==> src/rtl/kalman_pkg.sv <==
// Shared types and constants for the Kalman-gain divider.
package kalman_pkg;

    typedef enum logic [1:0] {IDLE, SUM, DIV, DONE} state_t;

    localparam int unsigned DEF_WIDTH = 32;
    localparam int unsigned DEF_FRAC  = 16;
    localparam logic [DEF_WIDTH-1:0] ONE = DEF_WIDTH'(1) << DEF_FRAC;

    // Iteration counter must hold WIDTH+FRAC+1 (rounding build)
    function automatic int unsigned iter_cnt_w(input int unsigned width, input int unsigned frac);
        return $clog2(width + frac + 2);
    endfunction

endpackage

==> src/rtl/div_step.sv <==
// One combinational restoring-division step: shift in a dividend bit, subtract if it fits.
module div_step #(
    parameter int unsigned WIDTH = 32
) (
    input  logic [WIDTH:0] i_rem,
    input  logic           i_bit,
    input  logic [WIDTH:0] i_div,
    output logic [WIDTH:0] o_rem,
    output logic           o_q
);

    logic [WIDTH+1:0] w_ext;
    logic [WIDTH:0]   w_diff;

    // i_rem < i_div, so the true difference always fits in WIDTH+1 bits
    always_comb begin
        w_ext  = {i_rem, i_bit};
        w_diff = w_ext[WIDTH:0] - i_div;
        o_q    = (w_ext >= {1'b0, i_div});
        o_rem  = o_q ? w_diff : w_ext[WIDTH:0];
    end

endmodule

==> src/rtl/kalman_gain.sv <==
// Sequential gain k = p / (p + r) via a bit-serial restoring divider.
// Define KGAIN_ROUND_EN to compute one extra quotient bit and round half-up.
module kalman_gain
    import kalman_pkg::*;
#(
    parameter int unsigned WIDTH = DEF_WIDTH,
    parameter int unsigned FRAC  = DEF_FRAC
) (
    input  logic             clk,
    input  logic             rst,
    input  logic             in_valid,
    output logic             in_ready,
    input  logic [WIDTH-1:0] p,
    input  logic [WIDTH-1:0] r,
    output logic             out_valid,
    input  logic             out_ready,
    output logic [WIDTH-1:0] out_k,
    output logic             out_dz
);

`ifdef KGAIN_ROUND_EN
    localparam int unsigned N  = WIDTH + FRAC + 1;
    localparam int unsigned QW = WIDTH + 1;
`else
    localparam int unsigned N  = WIDTH + FRAC;
    localparam int unsigned QW = WIDTH;
`endif
    localparam int unsigned   CW    = iter_cnt_w(WIDTH, FRAC);
    localparam logic [CW-1:0] N_CNT = CW'(N);

    state_t          r_state, w_state_next;
    logic [WIDTH-1:0] r_p, r_r, r_k, w_k;
    logic [WIDTH:0]   r_s, r_rem, w_rem_next, w_sum;
    logic [N-1:0]     r_dvd;
    logic [QW-2:0]    r_q;
    logic [QW-1:0]    w_q_next;
    logic [CW-1:0]    r_cnt;
    logic             w_qbit, r_dz, r_valid;

    div_step #(.WIDTH(WIDTH)) u_div_step (
        .i_rem (r_rem),
        .i_bit (r_dvd[N-1]),
        .i_div (r_s),
        .o_rem (w_rem_next),
        .o_q   (w_qbit)
    );

    always_comb begin
        w_sum    = {1'b0, r_p} + {1'b0, r_r};
        w_q_next = {r_q, w_qbit};
`ifdef KGAIN_ROUND_EN
        // (q + 1) >> 1 == (q >> 1) + q[0]
        w_k = w_q_next[WIDTH:1] + {{(WIDTH-1){1'b0}}, w_q_next[0]};
`else
        w_k = w_q_next;
`endif
    end

    always_comb begin
        w_state_next = r_state;
        unique case (r_state)
            IDLE: if (in_valid) w_state_next = SUM;
            SUM:  w_state_next = (w_sum == '0) ? DONE : DIV;
            DIV:  if (r_cnt == CW'(1)) w_state_next = DONE;
            DONE: if (r_valid && out_ready) w_state_next = IDLE;
            default: w_state_next = IDLE;
        endcase
    end

    always_ff @(posedge clk) begin
        if (!rst) r_state <= IDLE;
        else      r_state <= w_state_next;
    end

    always_ff @(posedge clk) begin
        if (!rst) begin
            r_p     <= '0;
            r_r     <= '0;
            r_s     <= '0;
            r_rem   <= '0;
            r_dvd   <= '0;
            r_q     <= '0;
            r_cnt   <= '0;
            r_k     <= '0;
            r_dz    <= 1'b0;
            r_valid <= 1'b0;
        end else begin
            unique case (r_state)
                IDLE: begin
                    if (in_valid) begin
                        r_p <= p;
                        r_r <= r;
                    end
                end
                SUM: begin
                    r_s   <= w_sum;
                    r_rem <= '0;
                    r_dvd <= {r_p, {(N-WIDTH){1'b0}}};
                    r_q   <= '0;
                    r_cnt <= N_CNT;
                    r_k   <= '0;
                    r_dz  <= (w_sum == '0);
                end
                DIV: begin
                    r_rem <= w_rem_next;
                    r_dvd <= {r_dvd[N-2:0], 1'b0};
                    r_q   <= w_q_next[QW-2:0];
                    r_cnt <= r_cnt - CW'(1);
                    if (r_cnt == CW'(1)) begin
                        r_k     <= w_k;
                        r_valid <= 1'b1;
                    end
                end
                DONE: begin
                    // Divide-by-zero enters DONE straight from SUM; its valid lands one edge later
                    if (!r_valid)      r_valid <= 1'b1;
                    else if (out_ready) r_valid <= 1'b0;
                end
                default: ;
            endcase
        end
    end

    assign in_ready  = (r_state == IDLE);
    assign out_valid = r_valid;
    assign out_k     = r_k;
    assign out_dz    = r_dz;

endmodule

==> config.mk <==
export PLATFORM = sky130hd
export DESIGN_NAME = kalman_gain
export DESIGN_NICKNAME = d
export VERILOG_FILES = /design/src/rtl/kalman_pkg.sv /design/src/rtl/div_step.sv /design/src/rtl/kalman_gain.sv
export SDC_FILE = /design/constraint.sdc
export NUM_CORES = 1
export LEC_CHECK = 0
export ABC_CLOCK_PERIOD_IN_PS = 4200
export BUFFER_PORTS_ARGS = -buffer_cell sky130_fd_sc_hd__buf_2
export CORE_MARGIN = 1.5
export CORE_UTILIZATION = 55
export DETAILED_ROUTE_END_ITERATION = 8
export MAX_ROUTING_LAYER = met4
export PLACE_DENSITY_LB_ADDON = 0.12
export SLEW_MARGIN = 20
export SYNTH_ARGS = -nofsm -noshare
export SYNTH_HDL_FRONTEND = slang
export SYNTH_SLANG_ARGS = --single-unit
==> constraint.sdc <==
create_clock -name clk -period 4.2 [get_ports clk]
set_input_delay 0.42 -clock clk [delete_from_list [all_inputs] [get_ports clk]]
set_output_delay 0.42 -clock clk [all_outputs]
set_load 0.03 [all_outputs]
==> results.ini <==
[worst_setup_path]
cp.arrival_ps=3890
path_class=flop to flop
worstSetupEndpointType=flop
crit_path_max_fanout=4
required_ps=4620
crit_path_start_kind=flop

[routing]
drt_iter0_drc=610
drt_wl_total_microns=29940
firstDrtPassIters=5
vias_per_cell=5.727
vias=10610
wire_per_inst_microns=16.15
drc=0
ant_nets=0

[synthesis]
synth.most_common_cell=dfxtp_1
ys_seq_area_frac=0.3782
syn_nets=1632
ys_ff_latch=235
avgSynthCellArea_sq_um=8.342
ys.flop_type=dfxtp_1
synth_top_area_share=0.3782
syn_area_sq_um=12440
syn-instance-count=1491
synth_area_leaders=dfxtp_1, mux2i_1, ha_1
netlist_top_cells_count=dfxtp_1, nand2_1, nor2_1, a21oi_1, mux2i_1
yosys_warnings=0
synth_top_area_cell=dfxtp_1
synthArstFlopShare=0
synth_edf_count=0
yosys.cell_types.count=77

[grt]
antenna_found_initial=0
gr-usage-all-layers=0.2597
grt_pass1_wl_microns=49820
gr-total-overflow=0
grt_pass1_vias=10230
grt_max_degree=89

[die]
initial_core_util=0.5647
core_area_sq_um=22030
ios=103
num_rows=54
die_x_microns=153.4
dieArea_sq_um=23530
die_h_microns=153.4

[clock_network]
tritoncts=yes
cts_max_level=1
hold_buffers=0
clock_latency_ps=520
cts_buffers=26
cts_root_buffer=clkbuf_16
post_cts_buffers=0
cts_buffer_depth=3
cts_resized=0
clk_pin_slew_ps=60
clkSinkCount=235

[place]
hpwlAfterDp_microns=21030
place_congestion=0.8800
dp.cells=1806
postPlaceCellArea_sq_um=13140
place.port_buffers=102

[cells_and_area]
drive_gt1_frac=0.1214
area.growth.synth_to_final_pct=12.74
antenna_cells=0
layout.nets=1695
stdcell_area_sq_um=14020
stdcell_count=1853

[status]
status=completed

[timing]
finalCritPeriodShare=0.8271
fin_skew_ps=12.37
relSlewSlack=0.3238
setup_tns_ps=0
period_needed_ps=3474
setup_viol=0
rsz0062_at_grt=false
tightest_slew_ps=1014
max_freq_mhz=287.9
hold_viol=0
slew_viol_final=0

[power_and_ir_drop]
power.total_mw=10.12
p_seq_frac=0.284
p_per_area_nw_per_um2=721.3
p_switching_mw=4.106
p_leak_nw=5.905
p_clk_frac=0.229
p_sw_frac=0.4059
ir_worst_vdd_uv=466.0
internal_power_mw=6.009
combPwrFrac=0.488

[flow_run]
cap_viol_max_count=0

[hold_path]
hold_path_class=input port to flop

-- worst max-delay path: stages, from the launching register on --
cell,delay [ps]
dfxtp_1,330
ha_1,230
fa_1,440
a211oi_2,320
o21ai_0,160
a21oi_1,260
a31oi_1,210
a31o_2,290
a2111oi_0,340
nand4_1,200
nor4_4,190
nand4_1,170
o41ai_2,210
-- worst paths after layout --
check                           slack, ps  cells after the start  endpoint  startpoint
worst min-delay path                  130                      3   r_p[22]       p[22]
worst max-delay path                  730                     12    out_dz      r_p[0]
worst min register to register        460                      2   r_r[28]     r_r[28]
worst max register to register        730                     12    out_dz      r_p[0]
-- flip-flops by register name, indices dropped and copies added (netlist names) --
register / cells
out_valid: 1
r_dvd: 32
r_s: 33
out_dz: 1
out_k: 32
r_p: 32
r_state: 2
r_rem: 33
r_r: 32
r_cnt: 6
r_q: 31
-- final cells by class --
cell class / count / area, sq um
clock buffer: 34 / 752.0
clock inverter: 13 / 128.9
fill: 1954 / 8003
inverter: 54 / 205.2
multi-input combinational: 1123 / 7269
sequential: 235 / 4705
tap: 280 / 350.3
timing repair buffer: 114 / 613.1
-- per-layer routing --
metal,global-route usage,routed length [microns],vias up
li1,-,-,5421
met1,0.3465,14560,4955
met2,0.4234,13660,201
met3,0.03204,1247,36
met4,0.05594,474,0
met5,-,0,-
-- layout by cell type (no fill, tap or decap), drive strengths merged, types with 34 or more instances in the layout --
master	n
nand2	212
xnor2	37
buf	114
a211oi	47
o21ai	67
inv	54
ha	71
mux2i	106
nor2	175
clkbuf	34
dfxtp	235
a21oi	125
-- stage by stage --
stage	setup slack (ps)	hold slack, ps	utilization
6_report	726.3	129.7	0.6367
5_1_grt	357.5	119.6	0.6367
4_1_cts	700.7	119.3	0.6363
3_5_place_dp	760.5	453.0	0.5963
3_3_place_gp	869.6	446.0	0.5963
2_1_floorplan	1068	440.0	-
-- power groups by stage --
stage / clock network (mW) / logic, mW / registers (mW)
after floorplan: 0 / 3.90 / 2.83
after global placement: 0 / 4.81 / 2.90
after detailed placement: 0 / 4.89 / 2.91
after CTS: 2.35 / 4.92 / 2.87
after global routing: 2.44 / 5.43 / 2.91
final: 2.31 / 4.93 / 2.87
-- kinds of logic after synthesis --
| logic type | count (synthesis) | share of synthesized area |
|---|---|---|
| AND/OR/NAND/NOR | 488 | 0.1696 |
| adder cells (fa/ha/maj) | 73 | 0.07464 |
| XOR/XNOR | 54 | 0.03802 |
| flip-flops | 235 | 0.3782 |
| multiplexers | 108 | 0.08711 |
| AO/OA/AOI/OAI | 400 | 0.2109 |
| buffers and inverters | 133 | 0.04144 |
Note: power is estimated with default switching activity, not from simulation.
